===== src/rtl/cntseq_pkg.sv =====
// cntseq_pkg: shared state, phase-count and bus types for the counter bus sequencer
package cntseq_pkg;
  typedef enum logic [1:0] {IDLE, SETUP, STROBE, HOLD} state_t;
  typedef logic [3:0] phase_t;
  typedef logic [1:0] addr_t;
  typedef logic [7:0] data_t;
  function automatic phase_t phase_load(input int cyc);
    return phase_t'(cyc - 1);
  endfunction
endpackage


===== src/rtl/cntseq_arbiter.sv =====
// cntseq_arbiter: one-hot grant among requesters; CNTSEQ_ROUND_ROBIN_EN selects round-robin over fixed priority
module cntseq_arbiter #(
  parameter int NUM_REQ = 2
) (
`ifdef CNTSEQ_ROUND_ROBIN_EN
  input  logic               clk,
  input  logic               rst,
`endif
  input  logic [NUM_REQ-1:0] req_i,
  input  logic               en_i,
  output logic [NUM_REQ-1:0] gnt_o,
  output logic [1:0]         idx_o
);
  logic [NUM_REQ-1:0] cand;
`ifdef CNTSEQ_ROUND_ROBIN_EN
  logic [1:0]         ptr_q, ptr_d;
  logic [NUM_REQ-1:0] hi;
  // Requests at or above the pointer win first; otherwise wrap to the lowest index.
  always_comb begin
    for (int i = 0; i < NUM_REQ; i++) hi[i] = 2'(i) >= ptr_q;
    cand  = |(req_i & hi) ? req_i & hi : req_i;
    ptr_d = (idx_o == 2'(NUM_REQ - 1)) ? 2'd0 : idx_o + 2'd1;
  end
  always_ff @(posedge clk or posedge rst)
    if (rst) ptr_q <= 2'd0;
    else if (en_i && |req_i) ptr_q <= ptr_d;
`else
  assign cand = req_i;
`endif
  always_comb begin
    idx_o = 2'd0;
    for (int i = NUM_REQ - 1; i >= 0; i--) if (cand[i]) idx_o = 2'(i);
    for (int i = 0; i < NUM_REQ; i++) gnt_o[i] = en_i && cand[i] && (idx_o == 2'(i));
  end
endmodule


===== src/rtl/counter_bus_sequencer.sv =====
// counter_bus_sequencer: shares a strobed counter bus among requesters; CNTSEQ_ROUND_ROBIN_EN selects round-robin grant
module counter_bus_sequencer import cntseq_pkg::*; #(
  parameter int NUM_REQ    = 2,
  parameter int SETUP_CYC  = 2,
  parameter int STROBE_CYC = 4,
  parameter int HOLD_CYC   = 2
) (
  input  logic                   sclk,
  input  logic                   rst,
  input  logic [NUM_REQ-1:0]     req_valid,
  input  logic [NUM_REQ-1:0]     req_wr,
  input  logic [2*NUM_REQ-1:0]   req_addr,
  input  logic [8*NUM_REQ-1:0]   req_wdata,
  output logic [NUM_REQ-1:0]     req_ready,
  output logic                   rsp_valid,
  output logic [1:0]             rsp_id,
  output data_t                  rsp_rdata,
  output addr_t                  abus,
  output logic                   csq,
  output logic                   wrq,
  output logic                   rdq,
  output data_t                  dbus_o,
  output logic                   dbus_oe,
  input  data_t                  dbus_i
);
  state_t             state_q, state_d;
  phase_t             cnt_q, cnt_d;
  logic               wr_q, wr_d;
  addr_t              addr_q, addr_d;
  data_t              wdata_q, wdata_d, rdata_q, rdata_d;
  logic [1:0]         id_q, id_d, rsp_id_q, rsp_id_d;
  logic               rsp_valid_q, rsp_valid_d;
  logic [NUM_REQ-1:0] gnt;
  logic [1:0]         gnt_idx;
  logic               last, sel_wr;
  addr_t              sel_addr;
  data_t              sel_wdata;

  cntseq_arbiter #(.NUM_REQ(NUM_REQ)) u_arb (
`ifdef CNTSEQ_ROUND_ROBIN_EN
    .clk   (sclk),
    .rst   (rst),
`endif
    .req_i (req_valid),
    .en_i  (state_q == IDLE && !rst),
    .gnt_o (gnt),
    .idx_o (gnt_idx)
  );

  always_comb begin
    sel_wr    = 1'b0;
    sel_addr  = '0;
    sel_wdata = '0;
    for (int i = 0; i < NUM_REQ; i++)
      if (gnt[i]) begin
        sel_wr    = req_wr[i];
        sel_addr  = req_addr[2*i +: 2];
        sel_wdata = req_wdata[8*i +: 8];
      end
  end

  assign last = cnt_q == '0;

  // Counter holds at zero so an idle sequencer never wraps.
  always_comb begin
    state_d     = state_q;
    cnt_d       = last ? cnt_q : cnt_q - 4'd1;
    wr_d        = wr_q;
    addr_d      = addr_q;
    wdata_d     = wdata_q;
    id_d        = id_q;
    rdata_d     = rdata_q;
    rsp_id_d    = rsp_id_q;
    rsp_valid_d = 1'b0;
    case (state_q)
      IDLE: if (|gnt) begin
        state_d = SETUP;
        cnt_d   = phase_load(SETUP_CYC);
        wr_d    = sel_wr;
        addr_d  = sel_addr;
        wdata_d = sel_wdata;
        id_d    = gnt_idx;
      end
      SETUP: if (last) begin
        state_d = STROBE;
        cnt_d   = phase_load(STROBE_CYC);
      end
      STROBE: if (last) begin
        state_d     = HOLD;
        cnt_d       = phase_load(HOLD_CYC);
        rsp_valid_d = !wr_q;
        rdata_d     = wr_q ? rdata_q : dbus_i;
        rsp_id_d    = wr_q ? rsp_id_q : id_q;
      end
      default: if (last) state_d = IDLE;
    endcase
  end

  always_ff @(posedge sclk or posedge rst)
    if (rst) begin
      state_q     <= IDLE;
      cnt_q       <= '0;
      wr_q        <= 1'b0;
      addr_q      <= '0;
      wdata_q     <= '0;
      id_q        <= 2'd0;
      rdata_q     <= '0;
      rsp_id_q    <= 2'd0;
      rsp_valid_q <= 1'b0;
    end else begin
      state_q     <= state_d;
      cnt_q       <= cnt_d;
      wr_q        <= wr_d;
      addr_q      <= addr_d;
      wdata_q     <= wdata_d;
      id_q        <= id_d;
      rdata_q     <= rdata_d;
      rsp_id_q    <= rsp_id_d;
      rsp_valid_q <= rsp_valid_d;
    end

  assign req_ready = gnt;
  assign csq       = state_q == IDLE;
  assign wrq       = !(state_q == STROBE && wr_q);
  assign rdq       = !(state_q == STROBE && !wr_q);
  assign abus      = addr_q;
  assign dbus_oe   = state_q != IDLE && wr_q;
  assign dbus_o    = dbus_oe ? wdata_q : '0;
  assign rsp_valid = rsp_valid_q;
  assign rsp_id    = rsp_id_q;
  assign rsp_rdata = rdata_q;
endmodule


===== config.mk =====
export PLATFORM = sky130hd
export DESIGN_NAME = counter_bus_sequencer
export DESIGN_NICKNAME = d
export VERILOG_FILES = /design/src/rtl/cntseq_pkg.sv /design/src/rtl/cntseq_arbiter.sv /design/src/rtl/counter_bus_sequencer.sv
export SDC_FILE = /design/constraint.sdc
export NUM_CORES = 1
export LEC_CHECK = 0
export ABC_CLOCK_PERIOD_IN_PS = 2200
export CORE_MARGIN = 10
export CORE_UTILIZATION = 42
export DETAILED_ROUTE_END_ITERATION = 6
export PLACE_DENSITY = 0.8
export SKIP_CTS_REPAIR_TIMING = 1
export SLEW_MARGIN = 5
export SYNTH_ARGS = -nofsm -noshare
export SYNTH_HDL_FRONTEND = slang
export SYNTH_SLANG_ARGS = --single-unit
export TNS_END_PERCENT = 1

===== constraint.sdc =====
create_clock -name sclk -period 2.2 [get_ports sclk]
set_input_delay 0.55 -clock sclk [delete_from_list [all_inputs] [get_ports sclk]]
set_output_delay 0.55 -clock sclk [all_outputs]
set_load 0.03 [all_outputs]

==> flow_summary.toml, run 1 <==
[synthesis]
synth.top_cell.area_share_pct = 49.47
ys_types = 32
netlist_instances = 124
synth.area.top_cells = "dfrtp_1 (49%), mux2_4 (9.5%), a222oi_1 (7.8%)"
avgSynthCellArea_sq_um = 11.42
yosys.area.top_type = "dfrtp_1"
synth.net_count = 164
yosys_warnings = 0
yosys_register_bits = 28
ys_seq_area_share_pct = 49.47
syn_area_sq_um = 1416

[route]
routed.top_layer = "met4"
wl_mm = 3.953
drtPass1Iterations = 4
wl_met2_mm = 1.995
wl_per_cell_microns = 16.82
wl_met1_mm = 1.559
ant_nets = 0
drc = 0
met3_length_microns = 363
via_per_inst = 5.004
detail_route.iter0.violations = 106
vias = 1176

[power_and_ir_drop]
p_int_mw = 1.844
p_clk_share_pct = 10.8
cellLeakagePower_nw = 1.063
power_density_nw_per_um2 = 1419
power_frac_seq_pct = 29.7
pwr-share-comb_pct = 59.5
fin_total_pwr_mw = 3.083
ir_drop_uv = 650.8
switching_power_mw = 1.239
netSwitchingFraction_pct = 40.19

[sta]
final-setup-viol-count = 0
finalHoldViolations = 0
worst_slew_pin_slew_ns = 0.5514
rsz0062_at_grt = "yes"
finalMaxSlewViolations = 0
timing.fmax_mhz = 456.9
maxSlewHeadroom_pct = 63.24
min_period_ns = 2.189
fin_skew_ns = 0.002910
setup_ws_ns = 0.01139
timing.final.crit_share_pct = 99.48

[setup_path]
cp.required_ns = 1.65
cp.arrival_ns = 1.64
critPathBufInv = 2
path_max_fanout = 4
path_cells = "clkdlybuf4s50_1 > and2b_1 > and3b_1 > buf_4"
slowest_delay_ns = 0.49
startpoint_type = "input port"
worstSetupEndpointType = "output port"
slowest_stage = "clkdlybuf4s50_1"
crit_type = "input port to output port"
critical-path-top-delay-family = "buffers and inverters"

[global_routing]
grt_usage_pct = 12.43
antenna_found_initial = 0
grt_max_degree = 23
grt_pass1_vias = 1319
grt_pass1_wl_mm = 6.299
grt.overflow.total = 0

[cts]
cts.htree.levels = 1
clkLatencyLatePin_ns = 0.32
numClockSinks = 28
clk_pin_slew_ns = 0.15
cts_max_path_buffers = 2
cts_tree = "built"
cts_buffers = 3
cts-root-buf = "clkbuf_4"

[floorplanning]
rows = 21
core_area_sq_um = 3284
die_h_microns = 78.07
start_util_pct = 43.12
dieArea_sq_um = 6095
fp.dieW_microns = 78.07
ios = 61

[placed_design]
place_area_sq_um = 2059
hpwl_mm = 3.163
io_buffers = 59
post-place-ws_ns = 0.02149
place_congestion = 0.7413
dp.cells = 231

[finish]
nets = 230
final_util_pct = 66.17
finalNonFillerCells = 235
drive_above_1_share_pct = 22.22
diodes = 0
postLayoutCellArea_sq_um = 2173
area_growth_pct = 53.44

[min_path]
hp-class = "input port to async pin"

[outcome]
outcome = "finished, final reports clean"

[job]
maxCapViolCount = 0
final cells by class:
cell class	count	area, sq um
clock buffer	3	22.52
clock inverter	1	30.03
fill	257	1111
inverter	18	67.56
multi-input combinational	72	630.6
sequential	28	700.7
tap	46	57.56
timing repair buffer	67	664.4
synthesized netlist by cell type, drive strengths merged:
cell and n:
dfrtp 28, nor2 8, nor3b 1, and2 9
ha 6, nand3b 1, o21ai 5, a21oi 4
or2 1, nor2b 2, or3 1, buf 5
a2111oi 1, nand2 1, clkbuf 1, mux2i 1
mux2 10, nand2b 2, and3b 1, o21bai 1
and2b 1, a222oi 11, o31a 1, o21a 1
inv 18, conb 1, o22ai 1, nor3 1
power by group through the flow:
stage | Combinational [mW] | Sequential (mW) | Clock, mW
3_5_place_dp | 1.76 | 0.925 | 0
4_1_cts | 1.77 | 0.913 | 0.343
5_1_grt | 1.99 | 0.949 | 0.366
2_1_floorplan | 0.933 | 1.10 | 0
6_report | 1.83 | 0.917 | 0.333
3_3_place_gp | 1.70 | 0.904 | 0
layout by cell type (no fill, tap or decap), types with 2 or more instances in the layout:
cell | Yosys | layout
nor2_1 | 8 | 8
inv_2 | 1 | 3
o21ai_0 | 5 | 5
ha_1 | 6 | 5
buf_4 | 1 | 10
nand2b_1 | 2 | 2
mux2_4 | 9 | 9
clkdlybuf4s50_1 | 0 | 45
and2_4 | 0 | 2
clkbuf_4 | 0 | 3
and2_1 | 9 | 7
buf_6 | 1 | 9
dfrtp_1 | 28 | 28
a21oi_1 | 4 | 4
dlymetal6s2s_1 | 0 | 3
inv_1 | 17 | 15
a222oi_1 | 11 | 11
cell families (layout without fill, tap and decap cells):
family                     after synthesis  after routing  synth area share, %
and+or+nand+nor                         29             29                12.37
DFF                                     28             28                49.47
AOI/OAI and AO/OA                       25             25                14.13
buffers and inverters                   24             89                7.420
muxes                                   11             11                11.04
adders and majority gates                6              6                5.300
other                                    1              1               0.2648
worst paths after layout:
check                          from      endpoint  slack [ns]  cells after the start
max reg2reg                cnt_q[0]  rsp_rdata[0]        0.23                      6
max in group asynchronous       rst  rsp_rdata[4]        1.15                      3
min reg2reg                 abus[0]       abus[0]        0.52                      2
min                             rst    wdata_q[7]        0.48                      2
min in group sclk           abus[0]       abus[0]        0.52                      2
max                             rst  req_ready[1]        0.01                      4
metrics by stage:
| stage | hold WS [ns] | setup TNS (ns) |
|---|---|---|
| after floorplan | 0.4626 | 0 |
| after CTS | 0.4785 | -1.272 |
| after global routing | 0.4982 | -0.1694 |
| final | 0.4841 | 0 |
| after global placement | 0.4738 | 0 |
| after detailed placement | 0.4847 | 0 |
flip-flops by register name, indices dropped and copies added, names as in the netlist:
signal     flops
wr_q           1
state_q        2
cnt_q          4
wdata_q        8
rsp_valid      1
id_q           1
abus           2
rsp_id         1
rsp_rdata      8
per-layer routing:
metal | track usage, % | vias to the layer above
li1 | - | 561
met1 | 13.22 | 562
met2 | 22.04 | 49
met3 | 5.353 | 4
met4 | 3.226 | 0
met5 | 0 | -
(Power assumes the default switching activity.)
==> run 2, diff against run 1 <==
- PLACE_DENSITY: 0.8 -> 0.77
==> run 2 against run 1 <==
- clock skew decreased by 0.0024 ns
- sequential power decreased by 0.7%
- sequential cell count unchanged
- hold slack improved by 0.041 ns
- via count increased by 2.6%
- die area unchanged
- global-route usage decreased by 0.28 points
- power decreased by 1.4%
- clock power about the same
- combinational power decreased by 2%
- first-iteration DRC count increased by 22%
- register-to-register slack about the same
- critical path type unchanged
==> flow_summary.toml, run 2 (synthesized netlist as in run 1, its figures left out) <==
[outcome]
outcome = "finished, final reports clean"

[global_routing]
grt_pass1_wl_mm = 6.230
grt_pass1_vias = 1336
grt_usage_pct = 12.15
antenna_found_initial = 0
grt.overflow.total = 0
grt_max_degree = 29

[sta]
fin_skew_ns = 0.0004982
min_period_ns = 2.191
finalHoldViolations = 0
timing.final.crit_share_pct = 99.61
finalMaxSlewViolations = 0
maxSlewHeadroom_pct = 61.26
fin_hold_ws_ns = 0.5256
worst_slew_pin_slew_ns = 0.5810
rsz0062_at_grt = "yes"
final-setup-viol-count = 0
timing.fmax_mhz = 456.3

[floorplanning]
core_area_sq_um = 3284
die_h_microns = 78.07
start_util_pct = 43.12
fp.dieW_microns = 78.07
dieArea_sq_um = 6095
ios = 61
rows = 21

[cts]
cts_tree = "built"
numClockSinks = 28
cts_max_path_buffers = 2
clkLatencyLatePin_ns = 0.33
clk_pin_slew_ns = 0.15
cts.htree.levels = 1
cts-root-buf = "clkbuf_4"
cts_buffers = 3

[finish]
drive_above_1_share_pct = 22.22
postLayoutCellArea_sq_um = 2150
area_growth_pct = 51.77
nFillCells = 251
multi_input_area_sq_um = 629.4
finalNonFillerCells = 235
diodes = 0
nets = 230
final_common_cell = "clkdlybuf4s50_1"
final_cell_mix = "clkdlybuf4s50_1 (45), dfrtp_1 (28), inv_1 (16), buf_4 (14), a222oi_1 (11)"
regArea_sq_um = 700.7

[route]
drc = 0
wl_mm = 3.753
drtPass1Iterations = 7
vias = 1206
via_per_inst = 5.132
wl_per_cell_microns = 15.97
detail_route.iter0.violations = 129
ant_nets = 0

[power_and_ir_drop]
switching_power_mw = 1.223
power_density_nw_per_um2 = 1414
fin_total_pwr_mw = 3.040
pwr-share-comb_pct = 59.0
p_int_mw = 1.817
power_frac_seq_pct = 30.0
ir_drop_uv = 609.0
netSwitchingFraction_pct = 40.22
cellLeakagePower_nw = 1.055
p_clk_share_pct = 11.1

[setup_path]
startpoint_type = "input port"
worstSetupEndpointType = "output port"
reg2regPathDepth = 6
critPathLaunch = "rst"
cp.arrival_ns = 1.64
path_max_fanout = 5
crit_type = "input port to output port"
reg2reg_from = "cnt_q[1]"
cp.required_ns = 1.65

[placed_design]
io_buffers = 59
place_area_sq_um = 2059
place_congestion = 0.8120
hpwl_mm = 3.024
dp.cells = 231

[min_path]
hp-class = "flip-flop to flip-flop"
min-delay-start = "abus[0]"
whs_path_depth = 2

[job]
maxCapViolCount = 0
[run 2: cell count changes in the layout (fill, tap and decap cells not counted)]
| cell | previous run | this run |
|---|---|---|
| and2b_1 | 1 | 0 |
| and2b_2 | 0 | 1 |
| clkbuf_2 | 0 | 1 |
| inv_1 | 15 | 16 |
| and2_1 | 7 | 8 |
| buf_4 | 10 | 14 |
| and2_4 | 2 | 1 |
| dlymetal6s2s_1 | 3 | 2 |
| inv_2 | 3 | 2 |
| buf_6 | 9 | 5 |
[run 2: power by group through the flow]
stage                     clock, mW  combinational, mW  sequential (mW)
after floorplan                   0              0.933             1.10
after global placement            0               1.71            0.906
after detailed placement          0               1.75            0.922
after CTS                     0.345               1.76            0.911
after global routing          0.363               1.95            0.940
final                         0.336               1.79            0.911
[run 2: stage by stage]
step / setup TNS [ns] / setup slack (ns) / utilization [%]
CTS: -0.9338 / -0.2782 / 64.30
finish: 0 / 0.008682 / 65.45
detailed placement: -0.001252 / -0.001252 / 62.70
floorplan: 0 / 0.07259 / -
global route: -0.04588 / -0.04588 / 65.45
global placement: 0 / 0.05429 / 62.70
[run 2: worst max-delay path, stage by stage]
cell and delay (ns):
clkdlybuf4s50_1 0.48, and2b_2 0.25, and3b_1 0.19, buf_4 0.17
[run 2: final timing paths]
kind,endpoint,slack [ns]
setup / recovery,req_ready[1],0.009
hold / removal,abus[0],0.53
setup reg to reg,rsp_rdata[3],0.22
hold reg to reg,abus[0],0.53
max in group asynchronous,rsp_rdata[2],1.34
min in group asynchronous,wdata_q[7],0.61
[run 2: routing by layer]
layer / vias to the layer above / GRT usage [%] / part of all wire [%]
met2: 59 / 19.65 / 47
met5: - / 0 / 0
met3: 4 / 6.036 / 11
met1: 581 / 13.98 / 42
met4: 0 / 3.226 / 0.67
li1: 562 / - / -
[run 2: final cells by class]
cell class	count	share of cell area, %
clock buffer	3	1.048
multi-input combinational	72	29.28
tap	46	2.678
clock inverter	1	1.397
sequential	28	32.60
inverter	18	3.143
timing repair buffer	67	29.86
